===== src/rtl/uart_pkg.sv =====
// uart_pkg: shared definitions for the UART receive/transmit blocks.
//   - PARITY_NONE / PARITY_ODD / PARITY_EVEN : PARITY_MODE encodings
//   - rx_state_t                             : receiver FSM states
//   - baud_div / baud_div_legal              : oversampling divider and its legality
package uart_pkg;

  localparam int PARITY_NONE = 0;
  localparam int PARITY_ODD  = 1;
  localparam int PARITY_EVEN = 2;

  typedef enum logic [2:0] {
    IDLE,
    START,
    DATA,
    PARITY,
    STOP,
    WAIT_HIGH
  } rx_state_t;

  // Clocks per oversampling tick, truncated; 0 marks an unusable setting.
  function automatic int baud_div(input int clk_freq_hz, input int baud, input int oversample);
    if (baud < 1 || oversample < 1) return 0;
    return clk_freq_hz / (baud * oversample);
  endfunction

  function automatic bit baud_div_legal(input int clk_freq_hz, input int baud, input int oversample);
    return baud_div(clk_freq_hz, baud, oversample) >= 1;
  endfunction

endpackage


===== src/rtl/uart_baud_tick.sv =====
// uart_baud_tick: enable-gated divider producing a one-clock tick every DIV
// clocks. A synchronous clear restarts the phase so the first tick after
// enabling lands on a known clock.
// Ports:
//   clk  in  system clock
//   rst  in  synchronous active-high reset
//   en   in  count enable; no ticks while low
//   clr  in  synchronous counter clear
//   tick out one-clock pulse every DIV enabled clocks
module uart_baud_tick #(
  parameter int DIV = 1
) (
  input  logic clk,
  input  logic rst,
  input  logic en,
  input  logic clr,
  output logic tick
);

  localparam int CW = (DIV > 1) ? $clog2(DIV) : 1;
  localparam logic [CW-1:0] CNT_LAST = CW'(DIV - 1);

  logic [CW-1:0] cnt;

  // Free-running modulo-DIV counter, held at zero while cleared.
  always_ff @(posedge clk) begin
    if (rst || clr) begin
      cnt <= '0;
    end else if (en) begin
      cnt <= (cnt == CNT_LAST) ? '0 : cnt + 1'b1;
    end
  end

  assign tick = en && (cnt == CNT_LAST);

endmodule


===== src/rtl/uart_rx_core.sv =====
// uart_rx_core: parametrised UART receiver with its own oversampling tick,
// 3-sample majority voting per bit, configurable data/parity/stop framing and
// a valid/ready holding register carrying per-word error flags.
// Optional feature macro: UART_RX_BREAK_DET_EN (break detection on O_break).
// Ports:
//   clk, rst        system clock, synchronous active-high reset
//   I_rx_en         receive enable, looked at only while idle
//   I_rs232_rxd     asynchronous serial line, idle high
//   I_rx_ready      consumer accepts the held word
//   O_rx_valid      holding register contains a word
//   O_rx_data       received word, bit 0 = first data bit on the line
//   O_parity_err    parity mismatch on the held word
//   O_frame_err     a stop bit of the held word was sampled low
//   O_overrun       one-cycle pulse: a completed frame was dropped
//   O_busy          receiver is not idle
//   O_break         one-cycle pulse on a break (macro builds only, else 0)
module uart_rx_core
  import uart_pkg::*;
#(
  parameter int CLK_FREQ_HZ = 50_000_000,
  parameter int BAUD        = 115200,
  parameter int OVERSAMPLE  = 16,
  parameter int DATA_BITS   = 8,
  parameter int PARITY_MODE = 0,
  parameter int STOP_BITS   = 1
) (
  input  logic                 clk,
  input  logic                 rst,
  input  logic                 I_rx_en,
  input  logic                 I_rs232_rxd,
  input  logic                 I_rx_ready,
  output logic                 O_rx_valid,
  output logic [DATA_BITS-1:0] O_rx_data,
  output logic                 O_parity_err,
  output logic                 O_frame_err,
  output logic                 O_overrun,
  output logic                 O_busy,
  output logic                 O_break
);

  localparam int DIV = baud_div(CLK_FREQ_HZ, BAUD, OVERSAMPLE);
  localparam int M   = OVERSAMPLE / 2;
  localparam int SW  = $clog2(OVERSAMPLE);
  localparam int BW  = $clog2(DATA_BITS);

  localparam logic [SW-1:0] SAMP_LO   = SW'(M - 1);
  localparam logic [SW-1:0] SAMP_MID  = SW'(M);
  localparam logic [SW-1:0] SAMP_HI   = SW'(M + 1);
  localparam logic [SW-1:0] SAMP_LAST = SW'(OVERSAMPLE - 1);
  localparam logic [BW-1:0] BIT_LAST  = BW'(DATA_BITS - 1);
  localparam logic          STOP_LAST = 1'(STOP_BITS - 1);

  if (!baud_div_legal(CLK_FREQ_HZ, BAUD, OVERSAMPLE)) begin : g_div_check
    $error("uart_rx_core: CLK_FREQ_HZ too low for BAUD*OVERSAMPLE");
  end
  if ((OVERSAMPLE < 8) || (OVERSAMPLE % 2 != 0) || (DATA_BITS < 5) || (DATA_BITS > 9) ||
      (PARITY_MODE > 2) || (STOP_BITS < 1) || (STOP_BITS > 2)) begin : g_param_check
    $error("uart_rx_core: illegal framing parameters");
  end

  rx_state_t state, state_next;

  logic                 rx_sync1, rx_sync2, rx_hist;
  logic                 tick;
  logic [SW-1:0]        samp_cnt;
  logic [BW-1:0]        bit_cnt;
  logic                 stop_cnt;
  logic                 maj_s0, maj_s1;
  logic [DATA_BITS-1:0] shreg;
  logic                 par_err_q, frm_err_q;
  logic                 valid_q, perr_q, ferr_q, overrun_q;
  logic [DATA_BITS-1:0] data_q;

  logic fall_edge, bit_center, maj_bit, exp_par, frame_ferr, frame_done, is_break;

  assign fall_edge  = rx_hist && !rx_sync2;
  assign bit_center = tick && (samp_cnt == SAMP_HI);
  // The third vote is the live synced line at tick M+1.
  assign maj_bit    = (maj_s0 & maj_s1) | (maj_s0 & rx_sync2) | (maj_s1 & rx_sync2);
  assign exp_par    = (PARITY_MODE == PARITY_EVEN) ? ^shreg : ~^shreg;
  assign frame_ferr = frm_err_q | ~maj_bit;

  // Oversampling tick only runs during a frame and restarts from zero on
  // every start edge, so bit centres line up with the detected edge.
  uart_baud_tick #(.DIV(DIV)) u_tick (
    .clk  (clk),
    .rst  (rst),
    .en   (state != IDLE),
    .clr  (state == IDLE),
    .tick (tick)
  );

  // State register.
  always_ff @(posedge clk) begin
    if (rst) state <= IDLE;
    else     state <= state_next;
  end

  // Next-state logic; every decision is taken at the bit-centre vote.
  always_comb begin
    state_next = state;
    frame_done = 1'b0;
    case (state)
      IDLE:      if (I_rx_en && fall_edge) state_next = START;
      START:     if (bit_center) state_next = maj_bit ? IDLE : DATA;
      DATA:      if (bit_center && (bit_cnt == BIT_LAST))
                   state_next = (PARITY_MODE != PARITY_NONE) ? PARITY : STOP;
      PARITY:    if (bit_center) state_next = STOP;
      STOP:      if (bit_center && (stop_cnt == STOP_LAST)) begin
                   frame_done = 1'b1;
                   state_next = frame_ferr ? WAIT_HIGH : IDLE;
                 end
      WAIT_HIGH: if (rx_sync2) state_next = IDLE;
      default:   state_next = IDLE;
    endcase
  end

  // Line synchroniser, sample counters, majority votes and the shift register.
  // Per-frame counters and error accumulators are reset every time we idle.
  always_ff @(posedge clk) begin
    if (rst) begin
      rx_sync1  <= 1'b1;
      rx_sync2  <= 1'b1;
      rx_hist   <= 1'b1;
      samp_cnt  <= '0;
      bit_cnt   <= '0;
      stop_cnt  <= 1'b0;
      maj_s0    <= 1'b0;
      maj_s1    <= 1'b0;
      shreg     <= '0;
      par_err_q <= 1'b0;
      frm_err_q <= 1'b0;
    end else begin
      rx_sync1 <= I_rs232_rxd;
      rx_sync2 <= rx_sync1;
      rx_hist  <= rx_sync2;
      if (state == IDLE) begin
        samp_cnt  <= '0;
        bit_cnt   <= '0;
        stop_cnt  <= 1'b0;
        par_err_q <= 1'b0;
        frm_err_q <= 1'b0;
      end else if (tick) begin
        samp_cnt <= (samp_cnt == SAMP_LAST) ? '0 : samp_cnt + 1'b1;
        if (samp_cnt == SAMP_LO)  maj_s0 <= rx_sync2;
        if (samp_cnt == SAMP_MID) maj_s1 <= rx_sync2;
        if (samp_cnt == SAMP_HI) begin
          case (state)
            DATA: begin
              shreg   <= {maj_bit, shreg[DATA_BITS-1:1]};
              bit_cnt <= bit_cnt + 1'b1;
            end
            PARITY: par_err_q <= (maj_bit != exp_par);
            STOP: begin
              if (!maj_bit) frm_err_q <= 1'b1;
              stop_cnt <= stop_cnt + 1'b1;
            end
            default: ;
          endcase
        end
      end
    end
  end

`ifdef UART_RX_BREAK_DET_EN
  logic par_bit_q, break_q;

  // A break also needs the raw parity bit low, so keep it around.
  always_ff @(posedge clk) begin
    if (rst || state == IDLE)              par_bit_q <= 1'b0;
    else if (bit_center && state == PARITY) par_bit_q <= maj_bit;
  end

  assign is_break = (shreg == '0) && frame_ferr &&
                    ((PARITY_MODE == PARITY_NONE) || !par_bit_q);

  // Break pulse; the FSM already heads to WAIT_HIGH because of the frame error.
  always_ff @(posedge clk) begin
    if (rst) break_q <= 1'b0;
    else     break_q <= frame_done && is_break;
  end

  assign O_break = break_q;
`else
  assign is_break = 1'b0;
  assign O_break  = 1'b0;
`endif

  // Holding register: a completing frame may load in the same cycle the old
  // word drains; otherwise the new word is dropped and overrun pulses.
  always_ff @(posedge clk) begin
    if (rst) begin
      valid_q   <= 1'b0;
      data_q    <= '0;
      perr_q    <= 1'b0;
      ferr_q    <= 1'b0;
      overrun_q <= 1'b0;
    end else begin
      overrun_q <= 1'b0;
      if (valid_q && I_rx_ready) valid_q <= 1'b0;
      if (frame_done && !is_break) begin
        if (!valid_q || I_rx_ready) begin
          valid_q <= 1'b1;
          data_q  <= shreg;
          perr_q  <= par_err_q;
          ferr_q  <= frame_ferr;
        end else begin
          overrun_q <= 1'b1;
        end
      end
    end
  end

  assign O_rx_valid   = valid_q;
  assign O_rx_data    = data_q;
  assign O_parity_err = perr_q;
  assign O_frame_err  = ferr_q;
  assign O_overrun    = overrun_q;
  assign O_busy       = (state != IDLE);

endmodule


===== config.mk =====
export PLATFORM = sky130hd
export DESIGN_NAME = uart_rx_core
export DESIGN_NICKNAME = d
export VERILOG_FILES = /design/src/rtl/uart_pkg.sv /design/src/rtl/uart_baud_tick.sv /design/src/rtl/uart_rx_core.sv
export SDC_FILE = /design/constraint.sdc
export NUM_CORES = 1
export LEC_CHECK = 0
export BUFFER_PORTS_ARGS = -buffer_cell sky130_fd_sc_hd__buf_2
export CELL_PAD_IN_SITES_DETAIL_PLACEMENT = 1
export CELL_PAD_IN_SITES_GLOBAL_PLACEMENT = 2
export CORE_MARGIN = 1
export CORE_UTILIZATION = 36
export CTS_CLUSTER_SIZE = 8
export DETAILED_ROUTE_END_ITERATION = 8
export PLACE_DENSITY = 0.73
export SLEW_MARGIN = 5
export SYNTH_ARGS = -nofsm -noshare
export SYNTH_HDL_FRONTEND = slang
export SYNTH_SLANG_ARGS = --single-unit

===== constraint.sdc =====
create_clock -name clk -period 2.2 [get_ports clk]
set_input_delay 0.33 -clock clk [delete_from_list [all_inputs] [get_ports clk]]
set_output_delay 0.33 -clock clk [all_outputs]
set_load 0.02 [all_outputs]

Yosys cells after proc, flatten, opt, wreduce, memory -nomap -nowiden. Cells that the tools add are included. Widths: inputs -> output; s select.

Logic and storage cells: 92. Output and inout port bits: 14. Register bits after elaboration: 43. Input port bits: 5.

Reductions and logical operators: 25. Equality and inequality tests: 18. Bitwise logic cells: 10. Mux-type cells: 17. $add $sub $neg: 4.

Operator list (number): $mux 3 (7); $pmux 3 s6 (1); $reduce_and 3->1 (5); $eq 4x4->1 const B (3); $ne 2x2->1 const B (6); $eq 3x3->1 const B (3); $reduce_and 4->1 (2); $reduce_xnor 8->1 (1); $logic_and 1x1->1 (7); $eq 3x2->1 const B (2); $mux 1 (6); $reduce_and 6->1 (1); $add 5x1->5 const B (1); $eq 5x5->1 const B (1); $mux 5 (1); $add 4x1->4 const B (1); $eq 4x3->1 const B (1); $mux 4 (1); $not 1->1 (4); $reduce_or 2->1 (2); $add 3x1->3 const B (1); $and 1x1->1 (3); $eq 3x1->1 const B (1); $logic_not 3->1 (1); other kinds (8) (12).

Depth between registers and ports, before layout. Gate-level depths: netlist of run 1.

Word-level depth: 8. Gate-level depth with buffers: 9. Gate-level depth less buffers: 7.

By module. A second synthesis of run 1 with hierarchy kept.

Cells, all modules: 203. Area, all modules: 2035.7 µm².

By module, submodules not included: uart_rx_core (times used 1, cells an instance 176, seq. area each 760.7 µm², area each 1761.7 µm²); uart_baud_tick (times used 1, cells an instance 27, seq. area each 100.1 µm², area each 274.0 µm²).

Worst setup path after synthesis of run 1. Ideal clock, no wire load.

Kind: register -> register. Start point: register u_tick.cnt[0]. End point: register ferr_q (netlist: O_frame_err). Period minus slack after synthesis: 1.848 ns. Stages on the path, launching flop included: 10. Data required time: 2.072 ns. Buffers on the path: 2. Arrival time: 1.720 ns. Setup time: 0.128 ns. Setup slack: 0.352 ns. Cells stage by stage: dfxtp_1 > inv_1 > ha_1 > nand4b_4 > or2_1 > buf_2 > nor4b_4 > buf_6 > mux2i_1 > nor2_1.

Longest elaborated chain between the ends: 7.

RTL lines: start: declaration (line uart_baud_tick.sv:23) `logic [CW-1:0] cnt;`; start signal: assignment (line uart_baud_tick.sv:30) `cnt <= (cnt == CNT_LAST) ? '0 : cnt + 1'b1;`; $eq 5x5->1 (line uart_baud_tick.sv:34) `assign tick = en && (cnt == CNT_LAST);`; $logic_and 1x1->1 (line uart_baud_tick.sv:34); $logic_and 1x1->1 (line uart_rx_core.sv:77) `assign bit_center = tick && (samp_cnt == SAMP_HI);`; $logic_and 1x1->1 (line uart_rx_core.sv:109) `STOP: if (bit_center && (stop_cnt == STOP_LAST)) begin`; $mux 1 (line uart_rx_core.sv:109); $mux 1 (line uart_rx_core.sv:103) `case (state)`; $reduce_and 2->1 (no line); end signal: assignment (line uart_rx_core.sv:206) `ferr_q <= frame_ferr;`; end: declaration (line uart_rx_core.sv:71) `logic valid_q, perr_q, ferr_q, overrun_q;`.

No other way between the ends. A chain may end at the register's enable or synchronous reset.

Worst setup path in the final report of run 1.
Start point: register u_tick.cnt[0]. End point: register data_q[7] (netlist: O_rx_data[7]).

Longest elaborated chain between the ends: 7.

RTL lines: $eq 5x5->1 (line uart_baud_tick.sv:34); $logic_and 1x1->1 (line uart_baud_tick.sv:34); $logic_and 1x1->1 (line uart_rx_core.sv:77); $logic_and 1x1->1 (line uart_rx_core.sv:109); $mux 1 (line uart_rx_core.sv:109); $mux 1 (line uart_rx_core.sv:103); $reduce_and 2->1 (no line); end signal: assignment (line uart_rx_core.sv:204) `data_q <= shreg;`; end: declaration (line uart_rx_core.sv:72) `logic [DATA_BITS-1:0] data_q;`.

No other way between the ends.

==> results.md, run 1 <==
- Routed wire length per instance: 13.6 um
- CTS Buf Count: 5
- Mux contribution to synthesized area: 12.7%
- Drt drc: 0
- Post-Synth XOR/XNOR Area: 6.00%
- Die W: 74.6 um
- Final Slew Violations: 0
- Crit path cell chain: inv_1, ha_1, nand4b_4, or2_1, nor4b_4, buf_6, mux2i_1, nor2_1
- Number of global-route vias before repair: 1,385
- Simple-Gate Fraction of Synth Area: 20.5%
- DP Worst Slack: 0.143 ns
- Static leakage: 0.000807 uW
- Fraction of final layout cells sized beyond drive strength 1: 15.0%
- Seq/Total Area, Yosys: 45.4%
- Critical Path Max Stage Delay: 0.36 ns
- Total Routing Usage GR: 16.1%
- Slowest CP cell: or2_1
- Seq cells post-synth: 43
- Largest net degree at the start of global routing: 31
- Filler Cells Inserted: 629
- First-pass GRT wire length: 6.67 mm
- Pwr Density: 614 nW/um2
- Worst slew pin tran: 0.552 ns
- Core area: 5070 um2
- IO Port Bufs: 17
- Final period util: 91.6%
- Worst setup margin: 0.184 ns
- Setup CP Type: reg2reg
- Hold Path Class: in2reg
- # diodes: 0
- Post-synthesis cell type count: 36
- RSZ-0062 raised after global routing: no
- Drt via density: 4.85
- Mapped Area: 1900 um2
- Syn Inst Count: 197
- Largest family of logic cells by synthesized area: simple AND/OR/NAND/NOR gates
- Final min period: 2.02 ns
- Clk buf depth: 2
- Compound-Gate Fraction of Synth Area: 5.80%
- Clk_lat worst skew: 0.29 ns
- Hpwl dp: 2.80 mm
- Die Span Y: 74.6 um
- Drt first-iter violations: 43
- CTS tree: yes
- Fmax: 496 MHz
- Slew HR: 63.2%
- Antenna violations before repair: 0
- Outcome: complete, no violations
- Placer Congestion: 0.783
- First-pass iteration count of the detailed router: 4
- # Max-Cap Violations: 0
- # rows: 26
- NumNets Final: 225
- Starting density of the core: 37.4%
- I/O Pins: 19
- Clock skew: 0.00518 ns
- ANT nets after route: 0
- Die area: 5560 um2
- Syn_area_per_cell: 9.63 um2
- Total congestion overflow: 0
- Yosys Warn Count: 0
- CTS resizes: 0
- Fin Setup TNS: 0 ns
- P&R area growth vs syn: 11.5%
- H-tree depth: 2
- Post-CTS Setup Inserts: 0
- Clk sink count: 43
- Critical path data required time: 2.36 ns
- Crit Path Max Fanout: 10
- Total number of vias: 1,377
- Syn Nets: 209
- Startpoint Class: register
- CP endpoint kind: register
- Adder-cell share of the synthesized area: 5.15%
- Routed WL: 3.87 mm
- Clk pin slew, worst setup/hold paths: 0.08 ns
- Finish-stage setup viols: 0
- Final count of hold timing violations: 0
- Crit path DAT: 2.17 ns
- Clock Tree Root: clkbuf_8
- Hold buffers post-CTS: 0
- Worst vdd ir: 285 uV
## kinds of logic (layout without fill, tap and decap cells)
family,Yosys count,count (layout)
AO/OA/AOI/OAI,18,18
XOR/XNOR,13,13
adder cells (fa/ha/maj),8,8
buffers and inverters,16,33
flip-flops,43,43
multiplexers,24,24
other,1,1
AND/OR/NAND/NOR,74,74
## cell usage after synthesis
| cell | instances | area share (%) |
|---|---|---|
| dfxtp_1 | 43 | 45 |
| nor2_1 | 38 | 7.5 |
| mux2i_1 | 24 | 13 |
| nand2_1 | 9 | 1.8 |
| xnor2_1 | 9 | 4.2 |
| a21oi_1 | 8 | 2.1 |
| ha_1 | 7 | 4.6 |
| inv_1 | 6 | 1.2 |
| clkbuf_1 | 4 | 0.79 |
| nor3_1 | 4 | 1.1 |
| o21ai_0 | 4 | 1.1 |
| xor2_1 | 4 | 1.8 |
| buf_4 | 3 | 1.2 |
| nand2b_1 | 3 | 0.99 |
| nand3_1 | 3 | 0.79 |
| nand3b_1 | 3 | 1.2 |
| or2_2 | 3 | 0.99 |
| buf_2 | 2 | 0.53 |
| nand4_1 | 2 | 0.66 |
| nand4b_1 | 2 | 0.92 |
| a211oi_1 | 1 | 0.40 |
| a221oi_1 | 1 | 0.46 |
| a311oi_1 | 1 | 0.46 |
| and3b_1 | 1 | 0.46 |
| buf_6 | 1 | 0.59 |
| conb_1 | 1 | 0.20 |
| maj3_1 | 1 | 0.53 |
| nand4b_4 | 1 | 1.3 |
| nor4b_1 | 1 | 0.46 |
| nor4b_4 | 1 | 1.3 |
| o21a_1 | 1 | 0.40 |
| o311ai_0 | 1 | 0.46 |
| o32ai_1 | 1 | 0.46 |
| or2_1 | 1 | 0.33 |
| or4_1 | 1 | 0.40 |
| or4_2 | 1 | 0.46 |
## metrics by stage
stage | instance area (um2) | hold WS, ns | cells | utilization [%] | total power [uW]
2_1_floorplan | 1900 | 0.389 | 197 | - | 824
3_3_place_gp | 2030 | 0.396 | 276 | 39.9 | 832
3_5_place_dp | 2030 | 0.403 | 276 | 39.9 | 833
4_1_cts | 2110 | 0.212 | 284 | 41.6 | 1330
5_1_grt | 2110 | 0.225 | 284 | 41.7 | 1370
6_report | 2110 | 0.223 | 284 | 41.7 | 1300
## worst max-delay path, delay by kind of cell, from the launching register on
family | cells | cell delay [ns]
adder cells (fa/ha/maj) | 1 | 0.18
buffers and inverters | 2 | 0.28
flip-flops | 1 | 0.34
multiplexers | 1 | 0.22
AND/OR/NAND/NOR | 4 | 0.87
## power breakdown
part	total [uW]	internal, uW	switching (uW)
Combinational	29.8	9.09	20.7
Sequential	784	781	3.29
Clock	484	222	262
Total	1300	1010	286
## per-layer routing
| layer | vias to the layer above | part of all wire (%) | GRT usage [%] |
|---|---|---|---|
| li1 | 697 | - | - |
| met5 | - | 0 | 0 |
| met1 | 659 | 48 | 19.7 |
| met2 | 19 | 49 | 27.2 |
| met4 | 0 | 0.57 | 5.03 |
| met3 | 2 | 2.9 | 4.47 |
## cell usage in the layout (no fill, tap or decap)
cell and count:
xnor2_1 9, buf_4 1, mux2i_1 24, nor4b_1 1, o311ai_0 1, clkinvlp_4 1, xor2_1 4, inv_1 6
buf_2 17, maj3_1 1, nand2b_1 3, dfxtp_1 43, clkbuf_1 1, nand2_1 9, a221oi_1 1, clkinv_2 1
clkbuf_8 5, o21a_1 1, nand4b_4 1, or2_2 3, nand3b_1 3, a211oi_1 1, and3b_1 1, o21ai_0 4
a311oi_1 1, or4_1 1, buf_6 1, or4_2 1, o32ai_1 1, nand3_1 3, nor4b_4 1, nand4_1 2
or2_1 1, ha_1 7, conb_1 1, nor2_1 38, nor3_1 4, nand4b_1 2, a21oi_1 8
## registers in the layout (all words and copies together), names as in the netlist, 3 cells and up
register    count
samp_cnt        4
bit_cnt         3
u_tick.cnt      5
shreg           8
O_rx_data       8
state           3
## path summary, 6_finish.rpt
path / startpoint / endpoint / slack (ns) / cells after the start
setup reg to reg: u_tick.cnt[0]$_SDFFE_PP0N_ / O_rx_data[7]$_SDFFE_PP0P_ / 0.18 / 8
hold reg to reg: rx_sync1$_SDFF_PP1_ / rx_sync2$_SDFF_PP1_ / 0.42 / 1
setup / recovery: u_tick.cnt[0]$_SDFFE_PP0N_ / O_rx_data[7]$_SDFFE_PP0P_ / 0.18 / 8
hold / removal: I_rs232_rxd / rx_sync1$_SDFF_PP1_ / 0.22 / 2
## area by class of cell
type	count	area, um2	share of cell area [%]
clock buffer	6	72.6	3.43
sequential	43	861	40.7
inverter	6	22.5	1.07
multi-input combinational	138	955	45.1
clock inverter	2	12.5	0.592
tap	70	87.6	4.14
timing repair buffer	19	104	4.91
No activity file was read; power rests on OpenSTA's default activity.
==> run 2, diff against run 1 <==
--- a/config.mk
+++ b/config.mk
@@ -5,14 +5,15 @@
 export SDC_FILE = /design/constraint.sdc
 export NUM_CORES = 1
 export LEC_CHECK = 0
+export ABC_AREA = 1
 export BUFFER_PORTS_ARGS = -buffer_cell sky130_fd_sc_hd__buf_2
 export CELL_PAD_IN_SITES_DETAIL_PLACEMENT = 1
 export CELL_PAD_IN_SITES_GLOBAL_PLACEMENT = 2
 export CORE_MARGIN = 1
-export CORE_UTILIZATION = 36
+export CORE_UTILIZATION = 34
 export CTS_CLUSTER_SIZE = 8
 export DETAILED_ROUTE_END_ITERATION = 8
-export PLACE_DENSITY = 0.73
+export PLACE_DENSITY = 0.74
 export SLEW_MARGIN = 5
 export SYNTH_ARGS = -nofsm -noshare
 export SYNTH_HDL_FRONTEND = slang
==> run 2 against run 1 <==
- the run now ends with DRC left
- flip-flop and latch count is the same
- wire length grew 15%
- total power grew 38%
==> results.md, run 2 <==
- Outcome: finished with violations (was complete, no violations)
- Failing checks: DRC
- Ys flop type: dfxtp_1 (unchanged)
- Final period util: 80.0% (was 91.6%)
- Most frequent cells in the layout: nand2_1 (51), dfxtp_1 (43), inv_1 (41) (was dfxtp_1 (43), nor2_1 (38), mux2i_1 (24))
- Final count of hold timing violations: 0 (unchanged)
- RSZ-0062 raised after global routing: no (unchanged)
- Int Power: 1160 uW (was 1010 uW)
- CTS Buf Count: 5 (unchanged)
- Largest cells by area after synthesis: dfxtp_1 (41%), nand2_1 (9.2%), inv_1 (7.4%) (was dfxtp_1 (45%), mux2i_1 (13%), nor2_1 (7.5%))
- Setup crit end: O_rx_data[0]$_SDFFE_PP0P_ (was O_rx_data[7]$_SDFFE_PP0P_)
- Placed Instances: 362 (was 276)
- Simple-Gate Fraction of Synth Area: 27.0% (was 20.5%)
- Hold Path Class: in2reg (unchanged)
- Core area: 5920 um2 (was 5070 um2)
- H-tree depth: 2 (unchanged)
- Clk pin slew, worst setup/hold paths: 0.09 ns (was 0.08 ns)
- I/O Pins: 19 (unchanged)
- P&R area growth vs syn: 10.8% (was 11.5%)
- Routed wire length per instance: 12.0 um (was 13.6 um)
- Hpwl dp: 3.36 mm (was 2.80 mm)
- Drt first-iter violations: 47 (was 43)
- Post-synthesis cell type count: 30 (was 36)
- Clock Tree Root: clkbuf_8 (unchanged)
- Routed WL: 4.44 mm (was 3.87 mm)
- Crit path DAT: 1.95 ns (was 2.17 ns)
- Sw Ratio: 35.3% (was 22.1%)
- Worst vdd ir: 358 uV (was 285 uV)
- Final min period: 1.76 ns (was 2.02 ns)
- R2R Setup Slk: 0.44 ns (was 0.18 ns)
- R2R Path Start: samp_cnt[1]$_SDFFE_PP0P_ (was u_tick.cnt[0]$_SDFFE_PP0N_)
- Clk buf depth: 2 (unchanged)
- Critical path data required time: 2.39 ns (was 2.36 ns)
- Starting density of the core: 35.3% (was 37.4%)
- Largest family of logic cells by synthesized area: simple AND/OR/NAND/NOR gates (unchanged)
- Pwr Density: 776 nW/um2 (was 614 nW/um2)
- NetSw: 635 uW (was 286 uW)
- # rows: 28 (was 26)
- Commonest non-fill, non-tap cell in the layout: nand2_1 (was dfxtp_1)
- First-pass GRT wire length: 7.45 mm (was 6.67 mm)
- Drt via density: 4.63 (was 4.85)
- Logic pwr share: 23.6% (was 2.3%)
- Critical path origin: samp_cnt[1]$_SDFFE_PP0P_ (was u_tick.cnt[0]$_SDFFE_PP0N_)
- Overall power: 1800 uW (was 1300 uW)
- Total Routing Usage GR: 14.9% (was 16.1%)
- Synth top cells by count: nand2_1 (51), dfxtp_1 (43), inv_1 (41) (was dfxtp_1 (43), nor2_1 (38), mux2i_1 (24))
- Mapped Area: 2090 um2 (was 1900 um2)
- Area leader, netlist: dfxtp_1 (unchanged)
- Die W: 80.4 um (was 74.6 um)
- Seq pwr share: 47.7% (was 60.4%)
- WHS: 0.219 ns (was 0.223 ns)
- Fraction of final layout cells sized beyond drive strength 1: 16.6% (was 15.0%)
- Syn_area_per_cell: 7.59 um2 (was 9.63 um2)
- CP endpoint kind: register (unchanged)
- Buffers & Inverters on Critical Path: 3 (was 2)
- Die Span Y: 80.4 um (was 74.6 um)
- Clk_lat worst skew: 0.30 ns (was 0.29 ns)
- Compound-Gate Fraction of Synth Area: 14.1% (was 5.80%)
- CTS tree: yes (unchanged)
- Most common cell in the synthesized netlist: nand2_1 (was dfxtp_1)
- NumNets Final: 306 (was 225)
- Die area: 6460 um2 (was 5560 um2)
- Finish-stage setup viols: 0 (unchanged)
- Crit Path Max Fanout: 20 (was 10)
- Syn Inst Count: 275 (was 197)
- Seq/Total Area, Yosys: 41.2% (was 45.4%)
- Hold buffers post-CTS: 0 (unchanged)
- Static leakage: 0.00101 uW (was 0.000807 uW)
- Setup CP Type: reg2reg (unchanged)
- Critical path's top delay family: simple AND/OR/NAND/NOR gates (unchanged)
- Syn Nets: 287 (was 209)
- Adder-cell share of the synthesized area: 4.19% (was 5.15%)
- Fin Setup TNS: 0 ns (unchanged)
- # diodes: 0 (unchanged)
- Yosys Warn Count: 0 (unchanged)
- Critical Path Max Stage Delay: 0.34 ns (was 0.36 ns)
- Finished Layout Cells: 370 (was 284)
- First-pass iteration count of the detailed router: 6 (was 4)
- Worst path depth: 9 (was 8)
- Clock skew: 0.0130 ns (was 0.00518 ns)
- IO Port Bufs: 17 (unchanged)
- # Max-Cap Violations: 0 (unchanged)
- Number of global-route vias before repair: 1,550 (was 1,385)
- Total number of vias: 1,712 (was 1,377)
- Post-CTS Setup Inserts: 0 (unchanged)
- CP most frequent cell: inv_1
- Clk sink count: 43 (unchanged)
- Post-Synth XOR/XNOR Area: 2.94% (was 6.00%)
- Clock power frac: 28.7% (was 37.3%)
- Yosys top cell area share: 41.2% (was 45.4%)
- Total congestion overflow: 0 (unchanged)
- Final core occ: 39.1% (was 41.7%)
- Drt drc: 1 (was 0)
- Seq cells post-synth: 43 (unchanged)
- Startpoint Class: register (unchanged)
- Async set or reset register ratio after synthesis: 0% (unchanged)
- Slowest CP cell: dfxtp_1 (was or2_1)
- Largest net degree at the start of global routing: 21 (was 31)
- CTS resizes: 0 (unchanged)
- Worst-case reg-to-reg path depth: 9 (was 8)
- Fmax: 568 MHz (was 496 MHz)
- ANT nets after route: 0 (unchanged)
- Mux contribution to synthesized area: 0% (was 12.7%)
- Antenna violations before repair: 0 (unchanged)
- Reg-to-reg endpoint: O_rx_data[0]$_SDFFE_PP0P_ (was O_rx_data[7]$_SDFFE_PP0P_)
- Crit path cell chain: inv_1, ha_1, inv_1, nor2_2, inv_1, nor2_8, nand4_4, o21ai_1, a21oi_1 (was inv_1, ha_1, nand4b_4, or2_1, nor4b_4, buf_6, mux2i_1, nor2_1)
- Placer Congestion: 0.749 (was 0.783)
- Final Slew Violations: 0 (unchanged)
- Post-synth EDFFs: 0 (unchanged)
-- run 2: changes by cell type in the layout (fill, tap and decap cells not counted), moves of 7 or more --
cell     change
a21oi_1     +17
inv_1       +35
mux2i_1     -24
nand2_1     +42
nand3_1      +7
nor2_1      -11
o21ai_1     +13
xnor2_1      -7
-- run 2: kinds of logic after synthesis --
| family | count (synthesis) |
|---|---|
| simple gates | 113 |
| compound gates | 53 |
| buf+inv | 51 |
| flops | 43 |
| xor+xnor | 7 |
| fa+ha+maj | 7 |
| other cells | 1 |
-- run 2: worst min path at each step --
stage | startpoint | to | slack [ns] | cells after the start
floorplan | rx_sync1$_SDFF_PP1_ | rx_sync2$_SDFF_PP1_ | 0.39 | 1
global placement | rx_sync1$_SDFF_PP1_ | rx_sync2$_SDFF_PP1_ | 0.40 | 1
detailed placement | rx_sync1$_SDFF_PP1_ | rx_sync2$_SDFF_PP1_ | 0.43 | 1
CTS | I_rs232_rxd | rx_sync1$_SDFF_PP1_ | 0.21 | 2
global route | I_rs232_rxd | rx_sync1$_SDFF_PP1_ | 0.21 | 2
finish | I_rs232_rxd | rx_sync1$_SDFF_PP1_ | 0.22 | 2
-- run 2: layout make-up --
cell class	count	area, um2
Fill cell	751	3610
Multi-Input combinational cell	181	1010
Sequential cell	43	861
Inverter	45	169
Tap cell	75	93.8
Timing Repair Buffer	18	92.6
Clock buffer	5	68.8
Clock inverter	3	20.0
-- run 2: power by group through the flow --
stage          combinational, uW  clock, uW  sequential (uW)
6_report                     424        516              857
5_1_grt                      488        566              865
4_1_cts                      436        539              858
3_5_place_dp                 435          0              876
3_3_place_gp                 427          0              874
2_1_floorplan                333          0              863
-- run 2: per-layer routing --
layer	global-route usage [%]	wire length, um	share of wire, %	up-vias
met2	22.5	1910	43	18
met1	21.0	2370	53	782
li1	-	-	-	907
met5	0	0	0	-
met3	3.75	107	2.4	5
met4	3.75	44	0.99	0
-- run 2: per-stage QoR --
| stage | area (um2) | worst slack [ns] |
|---|---|---|
| final | 2310 | 0.440 |
| after global routing | 2310 | 0.296 |
| after CTS | 2310 | 0.430 |
| after detailed placement | 2230 | 0.427 |
| after global placement | 2230 | 0.511 |
| after floorplan | 2090 | 0.719 |
-- run 2: worst reg2reg max path: stages, from the launching register on --
cell	delay, ns
dfxtp_1	0.34
inv_1	0.10
ha_1	0.15
inv_1	0.05
nor2_2	0.18
inv_1	0.13
nor2_8	0.17
nand4_4	0.26
o21ai_1	0.23
a21oi_1	0.06
